File: src/rtl/t08_cpu_sequencer.sv
// Multi-cycle fetch/decode/execute/mem/writeback sequencer for the team 08 RV32I core.
// Optional memory-wait timeout is compiled in with `define T08_SEQ_TIMEOUT_EN.
module t08_cpu_sequencer #(
    parameter int          TIMEOUT_CYCLES = 255,
    parameter logic [31:0] RESET_INSTR    = 32'h0000_0013
) (
    input  logic        clk,
    input  logic        nRst,
    input  logic        run,
    input  logic        mem_done,
    input  logic [31:0] instr_in,
    input  logic        dec_read,
    input  logic        dec_write,
    input  logic        dec_jump,
    input  logic        dec_reg_write,
    input  logic        branch_taken,
    output logic [31:0] instr_out,
    output logic        fetch_req,
    output logic        mem_read_req,
    output logic        mem_write_req,
    output logic        pc_en,
    output logic        pc_sel,
    output logic        reg_write_en,
    output logic [2:0]  state_out,
    output logic [31:0] instr_count,
    output logic        timeout_err
);

    typedef enum logic [2:0] {
        IDLE      = 3'd0,
        FETCH     = 3'd1,
        DECODE    = 3'd2,
        EXECUTE   = 3'd3,
        MEM       = 3'd4,
        WRITEBACK = 3'd5,
        ERROR     = 3'd6
    } state_t;

    state_t state, state_next;
    logic   load_ir;

`ifdef T08_SEQ_TIMEOUT_EN
    logic [31:0] wait_cnt;
    logic        wait_expired;

    // Cycles already spent waiting in the current FETCH/MEM visit.
    assign wait_expired = (wait_cnt + 32'd1) >= 32'(TIMEOUT_CYCLES);
`endif

    always_comb begin
        state_next    = state;
        load_ir       = 1'b0;
        fetch_req     = 1'b0;
        mem_read_req  = 1'b0;
        mem_write_req = 1'b0;
        pc_en         = 1'b0;
        reg_write_en  = 1'b0;
        case (state)
            IDLE: begin
                if (run) state_next = FETCH;
            end
            FETCH: begin
                fetch_req = 1'b1;
                if (mem_done) begin
                    load_ir    = 1'b1;
                    state_next = DECODE;
                end
`ifdef T08_SEQ_TIMEOUT_EN
                else if (wait_expired) state_next = ERROR;
`endif
            end
            DECODE:  state_next = EXECUTE;
            EXECUTE: state_next = (dec_read || dec_write) ? MEM : WRITEBACK;
            MEM: begin
                mem_read_req  = dec_read;
                mem_write_req = dec_write;
                if (mem_done) state_next = WRITEBACK;
`ifdef T08_SEQ_TIMEOUT_EN
                else if (wait_expired) state_next = ERROR;
`endif
            end
            WRITEBACK: begin
                pc_en        = 1'b1;
                reg_write_en = dec_reg_write;
                state_next   = run ? FETCH : IDLE;
            end
            ERROR:   state_next = ERROR;
            default: state_next = IDLE;
        endcase
    end

    always_ff @(posedge clk) begin
        if (!nRst) begin
            state       <= IDLE;
            instr_out   <= RESET_INSTR;
            instr_count <= '0;
            pc_sel      <= 1'b0;
        end else begin
            state <= state_next;
            if (load_ir) instr_out <= instr_in;
            if (state == EXECUTE) pc_sel <= dec_jump | branch_taken;
            if (state == WRITEBACK) begin
                pc_sel      <= 1'b0;
                instr_count <= instr_count + 32'd1;
            end
        end
    end

`ifdef T08_SEQ_TIMEOUT_EN
    always_ff @(posedge clk) begin
        if (!nRst) begin
            wait_cnt    <= '0;
            timeout_err <= 1'b0;
        end else begin
            // Counter restarts on every entry to a waiting state.
            if (((state_next == FETCH) || (state_next == MEM)) && (state_next == state))
                wait_cnt <= wait_cnt + 32'd1;
            else
                wait_cnt <= '0;
            if (state_next == ERROR) timeout_err <= 1'b1;
        end
    end
`else
    // Always 0; the parameter only matters when the timeout is compiled in.
    assign timeout_err = (TIMEOUT_CYCLES < 0);
`endif

    assign state_out = state;

endmodule

File: config.mk
export PLATFORM = sky130hd
export DESIGN_NAME = t08_cpu_sequencer
export DESIGN_NICKNAME = d
export VERILOG_FILES = /design/src/rtl/t08_cpu_sequencer.sv
export SDC_FILE = /design/constraint.sdc
export NUM_CORES = 1
export LEC_CHECK = 0
export ABC_AREA = 1
export CAP_MARGIN = 0
export CORE_ASPECT_RATIO = 1.5
export CORE_MARGIN = 8
export CORE_UTILIZATION = 30
export CTS_CLUSTER_DIAMETER = 40
export DETAILED_ROUTE_END_ITERATION = 6
export HOLD_SLACK_MARGIN = 0.05
export SLEW_MARGIN = 10
export SYNTH_ARGS = -nofsm -noshare
export SYNTH_HDL_FRONTEND = slang
export SYNTH_SLANG_ARGS = --single-unit
File: constraint.sdc
create_clock -name clk -period 2.05 [get_ports clk]
set_clock_uncertainty 0.15 [all_clocks]
set_input_delay 0.5125 -clock clk [delete_from_list [all_inputs] [get_ports clk]]
set_output_delay 0.5125 -clock clk [all_outputs]
set_load 0.01 [all_outputs]
==> key figures <==
GRT
  – Largest net degree at the start of global routing: 36
  – Total GRT Usage: 14.2%
  – Initial antenna violation count: 0
  – First-pass GRT wire length: ~15,000 um
  – Vias in the first global route: 3,079
  – Remaining Overflow, GRT: 0

Die
  – Die Span X: 98.0 um
  – Initial Utilization: 30.3%
  – Row cnt: 45
  – I/O Pins: around 120
  – Core area: roughly 10000 um2
  – Die area: 13,600 um2
  – Die Span Y: about 140 um

Setup path
  – CP required: around 1400 ps
  – Max incr delay on CP: 580 ps
  – Worst EP arrival: between 1000 and 1500 ps
  – CP delay by family, top: buffers and inverters
  – Worst path buffer plus inverter count: 1
  – Crit path launch type: flip-flop
  – CP endpoint kind: output pin
  – Max FO, Critical Path: 5
  – Kind of critical path: reg -> out
  – Crit-path slowest cell: clkdlybuf4s50_1
  – Crit-path cells: clkdlybuf4s50_1

Yosys
  – Mapped Avg Cell Area: ~7 um2
  – Yosys warning count: 0
  – FFs w/ async S/R, synth: 0%
  – #FFs+latches synth: 68
  – Syn Nets: 470
  – Synth cell types: 30
  – Mapped cell area: 3020 um2
  – Area share of the largest cell type after synthesis: 45.0%
  – Synth area leader: dfxtp_1
  – Most used DFF post-synth: dfxtp_1
  – Area contributors post-synth: dfxtp_1 (45%), nor2_1 (14%), nand2_1 (9.2%)
  – Post-synthesis cell count: 428
  – Post-synthesis sequential area ratio: 45.0%
  – Post-synth EDFFs: 0

CTS
  – Reg clk slew, reported paths: 50 ps
  – H-tree Lvls: 3
  – CTS Hold Bufs: 0
  – CTS Buf Count: 9
  – Maximum clock insertion buffer count: 2
  – Worst-Skew Late Latency: 330 ps
  – CTS tree: built
  – Post-CTS Setup Inserts: 0
  – CTS Sinks: between 60 and 70
  – Root Buffer: clkbuf_16

Placement
  – Placer congestion estimate: 0.762
  – Detailed Place HPWL: 7270 um
  – IO Port Bufs: approximately 110
  – Dpl cell area: 4350 um2

Finish
  – Area of the multi-input gates: between 1000 and 1500 um2
  – FILL cells: 1,026
  – Layout area overhead: 52.7%
  – Post-layout util: 46.3%
  – Commonest non-fill, non-tap cell in the layout: nor2_1
  – Fraction of layout cells with a size suffix above 1: under 10%
  – Most frequent cells in the layout: nor2_1 (112), clkdlybuf4s50_1 (106), nand2_1 (74)
  – Antenna cells: 0
  – Final Cell Area: around 4600 um2
  – Layout Nets: 595
  – Register Area: between 1000 and 1500 um2

Timing
  – RSZ-0062 raised after global routing: false
  – Max Clk Rate: 0.501 GHz
  – Pins over their slew limit: 0
  – Worst Tran Pin Value: about 570 ps
  – Setup Viol. Count Final: 0
  – Min Tclk post-route: 1990 ps
  – Period Utilization, post-route: ~97%
  – Final hold vios: 0
  – Max-slew headroom: 62.1%

Detailed routing
  – Routed vias/inst: 4.66
  – Remaining antenna violation count: 0
  – DR iter-0 viols: 113
  – WL final: ~9500 um
  – Wirelength per Cell: 14.1 um
  – DRC: 0
  – Router iterations before antenna repair: 4
  – Vias post-DR: 3,148

Power
  – Leak Pwr: 1.83 nW
  – Worst VDD drop: 440 uV
  – Pwr Density: roughly 720 nW/um2

Flow run
  – Max-cap violation count: 0

Run status
  – Status: finished clean

Hold path
  – Min-Delay Path Class: reg -> reg
==> sequential cells by signal, indices dropped and copies added, names as in the netlist <==
register	flops
instr_out	32
instr_count	32
pc_sel	1
state_out	3
==> cell families (layout without fill, tap and decap cells) <==
kind of cell / Yosys count / count (layout) / share of synthesized area (%)
AO/OA/AOI/OAI: 64 / 64 / 10.9
XOR/XNOR: 3 / 3 / 0.869
adder cells (fa/ha/maj): 1 / 1 / 0.414
buffers and inverters: 46 / 176 / 6.13
flip-flops: 68 / 68 / 45.0
other: 1 / 1 / 0.124
AND/OR/NAND/NOR: 245 / 245 / 36.5
==> Yosys cell counts (5+ instances only) <==
library cell / count
dfxtp_1: 68
nand3_1: 25
nor2_4: 5
inv_1: 28
clkbuf_1: 5
nor2_1: 113
nand2_1: 74
nor3_1: 10
buf_2: 7
nand4_1: 5
a21oi_1: 22
o21ai_0: 38
==> cell type report <==
type	instances	area share, %
clock inverters	2	0.217
repair buffers	127	26.6
well taps	117	3.17
inverters	33	2.68
flip-flops and latches	68	29.6
multi-input cells	314	32.1
clock buffers	14	5.50
==> routing by layer <==
layer | global-route usage (%) | part of all wire (%) | vias to the layer above
met2 | 24.9 | 53 | 67
met3 | 4.47 | 4.8 | 16
met4 | 7.67 | 3.0 | 0
met1 | 14.6 | 39 | 1439
li1 | - | - | 1626
met5 | 0 | 0 | -
==> per-stage QoR <==
step	worst slack (ps)	cells	total power, W	setup TNS [ps]	hold WS (ps)
3_5_place_dp	-266	659	0.00196	-765	297
6_report	55.3	675	0.00333	0	310
2_1_floorplan	426	428	0.00166	0	334
4_1_cts	8.86	675	0.00339	0	315
3_3_place_gp	-280	659	0.00195	-780	287
5_1_grt	3.55	675	0.00350	0	339
==> path summary, 6_finish.rpt <==
| path | start | endpoint | slack (ps) | depth (start not counted) |
|---|---|---|---|---|
| hold / removal | instr_out[0] | instr_out[0] | 310 | 2 |
| setup reg to reg | state_out[2] | instr_count[21] | 300 | 9 |
| setup / recovery | instr_count[15] | instr_count[15] | 60 | 1 |
| hold reg to reg | instr_out[0] | instr_out[0] | 310 | 2 |
==> power by group <==
part / leakage (nW) / switching, W / internal (W)
clock network: 0.131 / 0.000549 / 0.000849
registers: 0.554 / 0.0000419 / 0.00140
logic: 1.15 / 0.000231 / 0.000260
total: 1.83 / 0.000822 / 0.00251
==> what timing repair did <==
action	4_1_cts	5_1_grt
gates resized for setup	10	8
endpoints found under the setup margin	7	7
endpoints found under the hold margin	0	0
Power figures use the tool's default switching activity.
